$ cat src/rtl/sram_axi_bridge.sv
// Bridges the core's SRAM-like instruction and data ports onto a single-beat AXI master.
// Optional macro BRIDGE_RAW_CHECK_EN holds back reads that hit the pending write's word.
module sram_axi_bridge #(
    parameter int unsigned ID_W    = 4,
    parameter int unsigned INST_ID = 0,
    parameter int unsigned DATA_ID = 1
) (
    input  logic            clk,
    input  logic            resetn,
    input  logic            inst_req,
    input  logic [1:0]      inst_size,
    input  logic [31:0]     inst_addr,
    output logic            inst_addr_ok,
    output logic            inst_data_ok,
    output logic [31:0]     inst_rdata,
    input  logic            data_req,
    input  logic            data_wr,
    input  logic [1:0]      data_size,
    input  logic [31:0]     data_addr,
    input  logic [3:0]      data_wstrb,
    input  logic [31:0]     data_wdata,
    output logic            data_addr_ok,
    output logic            data_data_ok,
    output logic [31:0]     data_rdata,
    output logic [ID_W-1:0] arid,
    output logic [31:0]     araddr,
    output logic [2:0]      arsize,
    output logic            arvalid,
    input  logic            arready,
    input  logic [ID_W-1:0] rid,
    input  logic [31:0]     rdata,
    input  logic            rvalid,
    output logic            rready,
    output logic [31:0]     awaddr,
    output logic [2:0]      awsize,
    output logic            awvalid,
    input  logic            awready,
    output logic [31:0]     wdata,
    output logic [3:0]      wstrb,
    output logic            wvalid,
    input  logic            wready,
    input  logic            bvalid,
    output logic            bready
);

    localparam logic [1:0] R_IDLE = 2'd0;
    localparam logic [1:0] R_AR   = 2'd1;
    localparam logic [1:0] R_R    = 2'd2;
    localparam logic [1:0] W_IDLE = 2'd0;
    localparam logic [1:0] W_REQ  = 2'd1;
    localparam logic [1:0] W_B    = 2'd2;

    localparam logic [ID_W-1:0] INST_ARID = ID_W'(INST_ID);
    localparam logic [ID_W-1:0] DATA_ARID = ID_W'(DATA_ID);

    logic [1:0] r_state, r_next;
    logic [1:0] w_state, w_next;
    logic       data_rd_req;
    logic       inst_accept, data_rd_accept, data_wr_accept;
    logic       raw_inst, raw_data;
    logic       rd_inst_done, rd_data_done, wr_done;
    logic       aw_fire, w_fire, aw_done, w_done, aw_ok, w_ok;

`ifdef BRIDGE_RAW_CHECK_EN
    // A read to the word still being written waits until the write has fully retired
    assign raw_inst = (w_state != W_IDLE) && (awaddr[31:2] == inst_addr[31:2]);
    assign raw_data = (w_state != W_IDLE) && (awaddr[31:2] == data_addr[31:2]);
`else
    assign raw_inst = 1'b0;
    assign raw_data = 1'b0;
`endif

    assign data_rd_req  = data_req && !data_wr;
    assign rd_inst_done = (r_state == R_R) && rvalid && (rid == INST_ARID);
    assign rd_data_done = (r_state == R_R) && rvalid && (rid == DATA_ARID);
    // A data read return takes the data_ok slot; the B response waits a cycle
    assign wr_done      = (w_state == W_B) && bvalid && !rd_data_done;
    assign bready       = (w_state == W_B) && !rd_data_done;

    assign aw_fire = awvalid && awready;
    assign w_fire  = wvalid && wready;
    assign aw_ok   = aw_done || aw_fire;
    assign w_ok    = w_done || w_fire;

    assign inst_addr_ok = inst_accept;
    assign data_addr_ok = data_rd_accept || data_wr_accept;
    assign inst_data_ok = rd_inst_done;
    assign data_data_ok = rd_data_done || wr_done;
    assign inst_rdata   = rd_inst_done ? rdata : '0;
    assign data_rdata   = rd_data_done ? rdata : '0;

    // Read FSM state register
    always_ff @(posedge clk or negedge resetn) begin
        if (!resetn) begin
            r_state <= R_IDLE;
        end else begin
            r_state <= r_next;
        end
    end

    // Read FSM next state and arbitration (data read beats instruction fetch)
    always_comb begin
        r_next         = r_state;
        data_rd_accept = 1'b0;
        inst_accept    = 1'b0;
        case (r_state)
            R_IDLE: begin
                if (data_rd_req) begin
                    data_rd_accept = resetn && !raw_data;
                end else begin
                    inst_accept = resetn && inst_req && !raw_inst;
                end
                if (data_rd_accept || inst_accept) begin
                    r_next = R_AR;
                end
            end
            R_AR: begin
                if (arready) begin
                    r_next = R_R;
                end
            end
            R_R: begin
                if (rvalid) begin
                    r_next = R_IDLE;
                end
            end
            default: r_next = R_IDLE;
        endcase
    end

    // AR channel registers
    always_ff @(posedge clk or negedge resetn) begin
        if (!resetn) begin
            araddr  <= '0;
            arsize  <= '0;
            arid    <= '0;
            arvalid <= 1'b0;
            rready  <= 1'b0;
        end else begin
            if (data_rd_accept) begin
                araddr <= data_addr;
                arsize <= {1'b0, data_size};
                arid   <= DATA_ARID;
            end else if (inst_accept) begin
                araddr <= inst_addr;
                arsize <= {1'b0, inst_size};
                arid   <= INST_ARID;
            end
            arvalid <= (r_next == R_AR);
            rready  <= (r_next == R_R);
        end
    end

    // Write FSM state register
    always_ff @(posedge clk or negedge resetn) begin
        if (!resetn) begin
            w_state <= W_IDLE;
        end else begin
            w_state <= w_next;
        end
    end

    // Write FSM next state
    always_comb begin
        w_next         = w_state;
        data_wr_accept = 1'b0;
        case (w_state)
            W_IDLE: begin
                if (resetn && data_req && data_wr) begin
                    data_wr_accept = 1'b1;
                    w_next         = W_REQ;
                end
            end
            W_REQ: begin
                if (aw_ok && w_ok) begin
                    w_next = W_B;
                end
            end
            W_B: begin
                if (wr_done) begin
                    w_next = W_IDLE;
                end
            end
            default: w_next = W_IDLE;
        endcase
    end

    // AW/W channel registers; each valid retires on its own handshake
    always_ff @(posedge clk or negedge resetn) begin
        if (!resetn) begin
            awaddr  <= '0;
            awsize  <= '0;
            wdata   <= '0;
            wstrb   <= '0;
            awvalid <= 1'b0;
            wvalid  <= 1'b0;
            aw_done <= 1'b0;
            w_done  <= 1'b0;
        end else if (data_wr_accept) begin
            awaddr  <= data_addr;
            awsize  <= {1'b0, data_size};
            wdata   <= data_wdata;
            wstrb   <= data_wstrb;
            awvalid <= 1'b1;
            wvalid  <= 1'b1;
            aw_done <= 1'b0;
            w_done  <= 1'b0;
        end else begin
            if (aw_fire) begin
                awvalid <= 1'b0;
                aw_done <= 1'b1;
            end
            if (w_fire) begin
                wvalid <= 1'b0;
                w_done <= 1'b1;
            end
        end
    end

endmodule

$ cat config.mk
export PLATFORM = sky130hd
export DESIGN_NAME = sram_axi_bridge
export DESIGN_NICKNAME = d
export VERILOG_FILES = /design/src/rtl/sram_axi_bridge.sv
export SDC_FILE = /design/constraint.sdc
export NUM_CORES = 1
export LEC_CHECK = 0
export BUFFER_PORTS_ARGS = -buffer_cell sky130_fd_sc_hd__buf_2
export CAP_MARGIN = 20
export CORE_AREA = 2 2 127 129
export CTS_CLUSTER_DIAMETER = 40
export DETAILED_ROUTE_END_ITERATION = 12
export DIE_AREA = 0 0 129 131
export PLACE_DENSITY = 0.68
export SLEW_MARGIN = 25
export SYNTH_ARGS = -nofsm -noshare
export SYNTH_HDL_FRONTEND = slang
export SYNTH_SLANG_ARGS = --single-unit
$ cat constraint.sdc
create_clock -name clk -period 3.1 [get_ports clk]
set_clock_uncertainty 0.2 [all_clocks]
set_input_delay 0.31 -clock clk [delete_from_list [all_inputs] [get_ports clk]]
set_output_delay 0.31 -clock clk [all_outputs]
set_load 0.1 [all_outputs]
* Yosys cells after proc, flatten, opt, wreduce, memory -nomap -nowiden *
Cells that the tools add are included.

word-level totals
  register bits = 119
  logic and storage cells = 84
  bits of input ports = 150

cells by class
  muxes and demuxes = 32
  equal/unequal tests = 10
  reductions and logical operators = 27

operators by type and width
  kind                  number
  $mux W32              4
  $mux W1               16
  $logic_and A1 B1 Y1   13
  $mux W2               6
  $pmux W2 S3           2
  $mux W4               2
  $eq A2 B1 Y1 const B  3
  $eq A2 B2 Y1 const B  3
  $mux W3               2
  $ne A2 B2 Y1 const B  3
  $reduce_bool A2 Y1    3
  $logic_or A1 B1 Y1    5
  $eq A4 B1 Y1 const B  1
  $logic_not A2 Y1      2
  $logic_not A4 Y1      1
  $reduce_and A3 Y1     1
  $logic_not A1 Y1      2

* Depth between registers and ports, before layout *
Gate-level depths: netlist (run 1).

  word-level depth = 8
  gate-level depth with buffers = 5
  mapped depth without buffers = 3

* Worst setup path before layout (run 1) *
OpenSTA, ideal clock, no wires.

  path kind = flip-flop to flip-flop
  start point = reg r_state[0]
  end point = reg arid[0]
  slack = -0.759 ns
  cell stages (with the launch flop) = 6
  library setup time = 0.249 ns
  data arrival time = 3.410 ns
  data required time = 2.651 ns
  clock period less this slack = 3.859 ns
  path through = dfrtp_1 and4bb_1 buf_6 buf_8 a21boi_0 o21ai_0

between the ends
  cells in the longest elaborated chain, start to end = 3

ends and longest elaborated chain
  item                                 RTL line  source
  start: declaration                   56        logic [1:0] r_state, r_next;
  start signal: assignment             97        r_state <= r_next;
  $logic_not A2 Y1                     106       case (r_state)
  $mux W1                              106
  via inst_addr_ok                     13        output logic inst_addr_ok,
  $reduce_bool A2 Y1 (no source line)  n/a
  end signal: assignment               136       arid <= '0;
  end signal: assignment               143       arid <= DATA_ARID;
  end signal: assignment               147       arid <= INST_ARID;
  end: declaration                     25        output logic [ID_W-1:0] arid,

The timed path passes the listed nets, and every way through them passes these cells.
A chain may end at the register's enable or synchronous reset.

* Final worst setup path (run 1) *
  start point = in rvalid
  end point = out data_rdata[5]

between the ends
  cells in the longest elaborated chain, start to end = 3

ends and longest elaborated chain
  item                               RTL line  source
  start: declaration                 32        input logic rvalid,
  $logic_and A1 B1 Y1 (2 in series)  75        assign rd_data_done = (r_state == R_R) && rvalid && (rid == DATA_ARID);
  $mux W32                           90        assign data_rdata = rd_data_done ? rdata : '0;
  end: declaration                   24        output logic [31:0] data_rdata,

Every way passes these cells.

==> results.toml, run 1 <==
[floorplanning]
fp.dieArea_sq_mm = 0.0169
core-area_sq_mm = 0.0156
io_pins = 333
rows = 46
die_x_um = 129
initial_core_util = 0.350
die_h_um = 131

[yosys]
post_synth_inst_count = 386
yosysSeqAreaShare = 0.527
synth_warnings = 0
synth_edf_count = 0
syn_avg_cell_area_sq_um = 14.2
synthTopCellsByArea = "dfrtp_1, mux2_2, mux2_4"
synth-main-ff-cell = "dfrtp_1"
synth_cell_type_count = 31
synth_fa_ha_area_frac = 0
synth_top_family_by_area = "multiplexers"
syn_area_sq_mm = 0.00546
synthArstFlopShare = 1.00
synthMuxAreaShare = 0.323
yosys.area_share.simple = 0.0943
synth.top_cell.area_share = 0.527
synth_compound_area_frac = 0.0165
ys_seq_elements = 115
synth_area_leader_cell = "dfrtp_1"
synthXorXnorAreaFrac = 0

[finish]
multiInputGateArea_sq_mm = 0.00240
fillers = 1316
drive_above_1_share = 0.631
layout_commonest_cell = "buf_2"
seq_area_sq_mm = 0.00288
area_delta_synth_final_pct = 58.5
layout_common_cells = "buf_2, dfrtp_1, mux2_2"
layout.nets = 943

[clock_network]
cts_buffers = 17
cts.sinks = 115
path_clk_slew_ns = 0.05
cts-resized-gates = 0
cts_tree = "done"
htreeDepth = 4
cts_buffer_depth = 2
cts_root_buf = "clkbuf_16"
insertion_delay_ns = 0.41

[detailed_routing]
via_per_inst = 4.45
initialDrtViolationCount = 125
ant_nets = 0
drc_errors = 0
dr_total_vias = 4545
drt-total-wl_mm = 16.2
first_pass_iters = 4
wire_per_inst_um = 15.8

[placed_design]
portBuffers = 327
gp_congestion = 0.783
dp_hpwl_mm = 11.6

[setup_path]
worstPathMaxFanout = 34
r2r-start = "r_state[0]"
critPathKind = "in2out"
cp_common_cell = "buf_2"
worstPathCellList = "dlygate4sd3_1 -> buf_2 -> and4bb_2 -> and3_1 -> buf_4 -> and2_1 -> buf_2"
critical_path.max_stage_delay_ns = 0.53
worst_setup_path_end_kind = "output pin"
critPathBufInv = 4
r2r_slack_ns = 1.03
cp_slowest_cell = "dlygate4sd3_1"
setup.worst_path.start = "rvalid"
critPathArrivalTime_ns = 2.26
startpoint_type = "primary input"
crit_required_ns = 2.59
cpLargestDelayFamily = "buffers and inverters"

[timing]
min_period_over_period = 0.895
holdWs_ns = 0.0367
tns_ns = 0
fin_crit_ns = 2.77
fmax_mhz = 360
rsz0062_at_grt = "no"
slew_viol_final = 0
setup_viol = 0
hold_viol = 0
slew_headroom = 0.550
worstMarginPinSlew_ns = 0.675

[grt]
grt.total_usage = 0.188
grt_pass1_wl_mm = 23.9
grt.overflow.total = 0
antenna_found_initial = 1
grt_max_degree = 75
grt_pass1_vias = 4730

[job]
drv_cap = 0

[run_status]
outcome = "completed"

[worst_hold_path]
hp-class = "in2reg"
hp-start = "arready"
## kinds of logic (layout without fill, tap and decap cells)
family	Yosys count	after routing
buffers and inverters	34	449
DFF	115	115
other	1	6
and+or+nand+nor	83	83
muxes	138	138
AOI/OAI and AO/OA	15	15
## cell usage after synthesis, types with 2 or more instances
| cell type | number |
|---|---|
| nor3_1 | 3 |
| nand2_1 | 2 |
| o21ai_0 | 5 |
| a22oi_1 | 2 |
| inv_1 | 7 |
| buf_2 | 12 |
| nand3_1 | 2 |
| or3_1 | 2 |
| buf_12 | 2 |
| mux2_2 | 82 |
| nor2_1 | 4 |
| buf_4 | 5 |
| a21oi_1 | 3 |
| and2_1 | 64 |
| clkbuf_1 | 6 |
| dfrtp_1 | 115 |
| mux2_4 | 56 |
## sequential cells by signal (all words and copies together) (netlist names), 2 cells and up
signal,count
w_state,2
arsize,2
wdata,32
r_state,2
awaddr,32
wstrb,4
araddr,32
awsize,2
## worst reg2reg max path: stages, from the launching register on
cell and delay (ns):
dfrtp_1 0.44, nor3_1 0.25, nand3_2 0.26, buf_4 0.39, mux2_4 0.41
## per-layer routing
layer	share of wire	global-route usage
met5	0	0
met4	0.027	0.0857
met2	0.53	0.345
met1	0.38	0.200
met3	0.064	0.0529
## layout make-up
type / count / share of cell area
Inverter: 7 / 0.00303
Sequential cell: 115 / 0.332
Multi-Input combinational cell: 241 / 0.277
Antenna cell: 1 / 0.000289
Timing Repair Buffer: 411 / 0.287
Clock inverter: 10 / 0.0153
Tap cell: 216 / 0.0312
Clock buffer: 21 / 0.0532
## worst paths after layout
check | cells after the start | endpoint
worst max register to register | 4 | araddr[0]
worst min-delay path | 3 | r_state[1]
max in group asynchronous | 3 | araddr[13]
min in group asynchronous | 2 | wdata[28]
worst max-delay path | 7 | data_rdata[5]
worst min register to register | 2 | w_done
## metrics by stage
| step | area, sq um | setup WS (ns) | utilization | std cells |
|---|---|---|---|---|
| after floorplan | 5480 | 0.0431 | - | 390 |
| after global placement | 7310 | 0.820 | 0.469 | 915 |
| after detailed placement | 7310 | 0.801 | 0.469 | 915 |
| after CTS | 8650 | 0.318 | 0.555 | 1021 |
| after global routing | 8660 | 0.198 | 0.555 | 1022 |
| final | 8660 | 0.326 | 0.555 | 1022 |
## timing repair
action                    CTS  global route
setup buffers               0             0
hold buffers               75             0
hold endpoints to repair  151             0
Power of run 1 is not shown: default switching activity piles up to over one toggle a cycle in this logic, so the estimate is an artifact.
==> inputs of run 2 (changes only) <==
--- a/config.mk
+++ b/config.mk
@@ -7,11 +7,13 @@
 export LEC_CHECK = 0
 export BUFFER_PORTS_ARGS = -buffer_cell sky130_fd_sc_hd__buf_2
 export CAP_MARGIN = 20
-export CORE_AREA = 2 2 127 129
+export CELL_PAD_IN_SITES_DETAIL_PLACEMENT = 0
+export CELL_PAD_IN_SITES_GLOBAL_PLACEMENT = 1
+export CORE_AREA = 2 2 128 130
 export CTS_CLUSTER_DIAMETER = 40
 export DETAILED_ROUTE_END_ITERATION = 12
-export DIE_AREA = 0 0 129 131
-export PLACE_DENSITY = 0.68
+export DIE_AREA = 0 0 130 132
+export PLACE_DENSITY_LB_ADDON = 0.1
 export SLEW_MARGIN = 25
 export SYNTH_ARGS = -nofsm -noshare
 export SYNTH_HDL_FRONTEND = slang
==> run 2 against run 1 <==
Effect of this change: hold slack lost 0.012 ns; final cell count about the same; first-iteration DRC count fell by 0.80%; register-to-register slack worse by 0.26 ns; routed wire length grew 1.3%; sequential share of layout area down 0.17 points.
==> results.toml, run 2 (synthesized netlist as in run 1, its figures left out) <==
[clock_network]
cts-resized-gates = 0
path_clk_slew_ns = 0.05
cts.sinks = 115
cts_root_buf = "clkbuf_16"
cts_tree = "done"
postCtsSetupBuffers = 0
cts_buffers = 17
hold_buffers = 74
insertion_delay_ns = 0.41
htreeDepth = 4
cts_buffer_depth = 2

[detailed_routing]
initialDrtViolationCount = 124
drt-total-wl_mm = 16.4
first_pass_iters = 4
via_per_inst = 4.46
ant_nets = 0
wire_per_inst_um = 16.0
drc_errors = 0
dr_total_vias = 4567

[worst_hold_path]
hp-class = "in2reg"
hp-start = "arready"
whs_endpoint = "r_state[1]"
whs_path_depth = 3

[grt]
grt.total_usage = 0.192
grt_max_degree = 74
grt_pass1_vias = 4875
grt.overflow.total = 0
antenna_found_initial = 2
grt_pass1_wl_mm = 25.1

[floorplanning]
io_pins = 333
die_h_um = 132
core-area_sq_mm = 0.0157
initial_core_util = 0.348
rows = 46
die_x_um = 130
fp.dieArea_sq_mm = 0.0172

[placed_design]
gp_congestion = 0.795
dp_hpwl_mm = 11.9
portBuffers = 327
dpl_worst_slack_ns = 0.760

[setup_path]
critical_path.max_stage_delay_ns = 0.68
r2r_slack_ns = 0.77
r2r-start = "r_state[0]"
cp_slowest_cell = "or3_2"
cpLargestDelayFamily = "simple AND/OR/NAND/NOR gates"
startpoint_type = "primary input"
critPathKind = "in2out"
worstPathCellList = "dlygate4sd3_1 -> buf_4 -> nand3_1 -> or3_2 -> nand2_1 -> buf_12"
crit_required_ns = 2.59
critPathArrivalTime_ns = 2.28
r2r_end = "araddr[26]"
worst_setup_path_end_kind = "output pin"
r2r_cells = 4
critPathBufInv = 3
setup.worst_path.start = "resetn"
worstPathMaxFanout = 17

[timing]
final.setup.worst_slack_ns = 0.308
rsz0062_at_grt = "no"
fin_crit_ns = 2.79
tns_ns = 0
hold_viol = 0
setup_viol = 0
min_period_over_period = 0.901
slew_headroom = 0.379
slew_viol_final = 0
fmax_mhz = 358
worstMarginPinSlew_ns = 0.932

[job]
drv_cap = 0

[finish]
drive_above_1_share = 0.632
top_regs = "araddr (32), awaddr (32), wdata (32)"
layout_common_cells = "buf_2, dfrtp_1, mux2_2"
area_delta_synth_final_pct = 59.3
layout_commonest_cell = "buf_2"
layout.nets = 942

[run_status]
outcome = "completed"
run 2: metal layers:
layer | global-route usage | share of wire | vias up
met4 | 0.0866 | 0.029 | 0
met5 | 0 | 0 | -
met2 | 0.355 | 0.54 | 196
met3 | 0.0536 | 0.067 | 34
met1 | 0.197 | 0.36 | 2204
li1 | - | - | 2133
run 2: area by class of cell:
type                            instances  area (sq um)
Antenna cell                            2          5.00
Clock buffer                           23           488
Clock inverter                          9           174
Fill cell                            1391          7010
Inverter                                7          26.3
Multi-Input combinational cell        241          2400
Sequential cell                       115          2880
Tap cell                              216           270
Timing Repair Buffer                  410          2460
run 2: worst min-delay path, cell delays in order:
cell,delay (ns)
buf_2,0.11
nand3b_1,0.09
o21ai_0,0.08
run 2: worst max path at each step:
stage / to / slack [ns] / cells past startpoint
floorplan: arid[0] / 0.04 / 5
global placement: data_rdata[29] / 0.82 / 5
detailed placement: araddr[30] / 0.76 / 4
CTS: data_addr_ok / 0.28 / 6
global route: data_addr_ok / 0.19 / 6
finish: data_addr_ok / 0.31 / 6
run 2: stage by stage:
step,std cells,area [sq um],hold slack [ns],util
6_report,1023,8700,0.0243,0.554
5_1_grt,1023,8700,0.0338,0.554
4_1_cts,1021,8700,0.00685,0.554
3_5_place_dp,915,7300,-0.0758,0.464
3_3_place_gp,915,7300,-0.0778,0.464
2_1_floorplan,390,5480,-0.186,-
Power of run 2 is left out for the same reason.
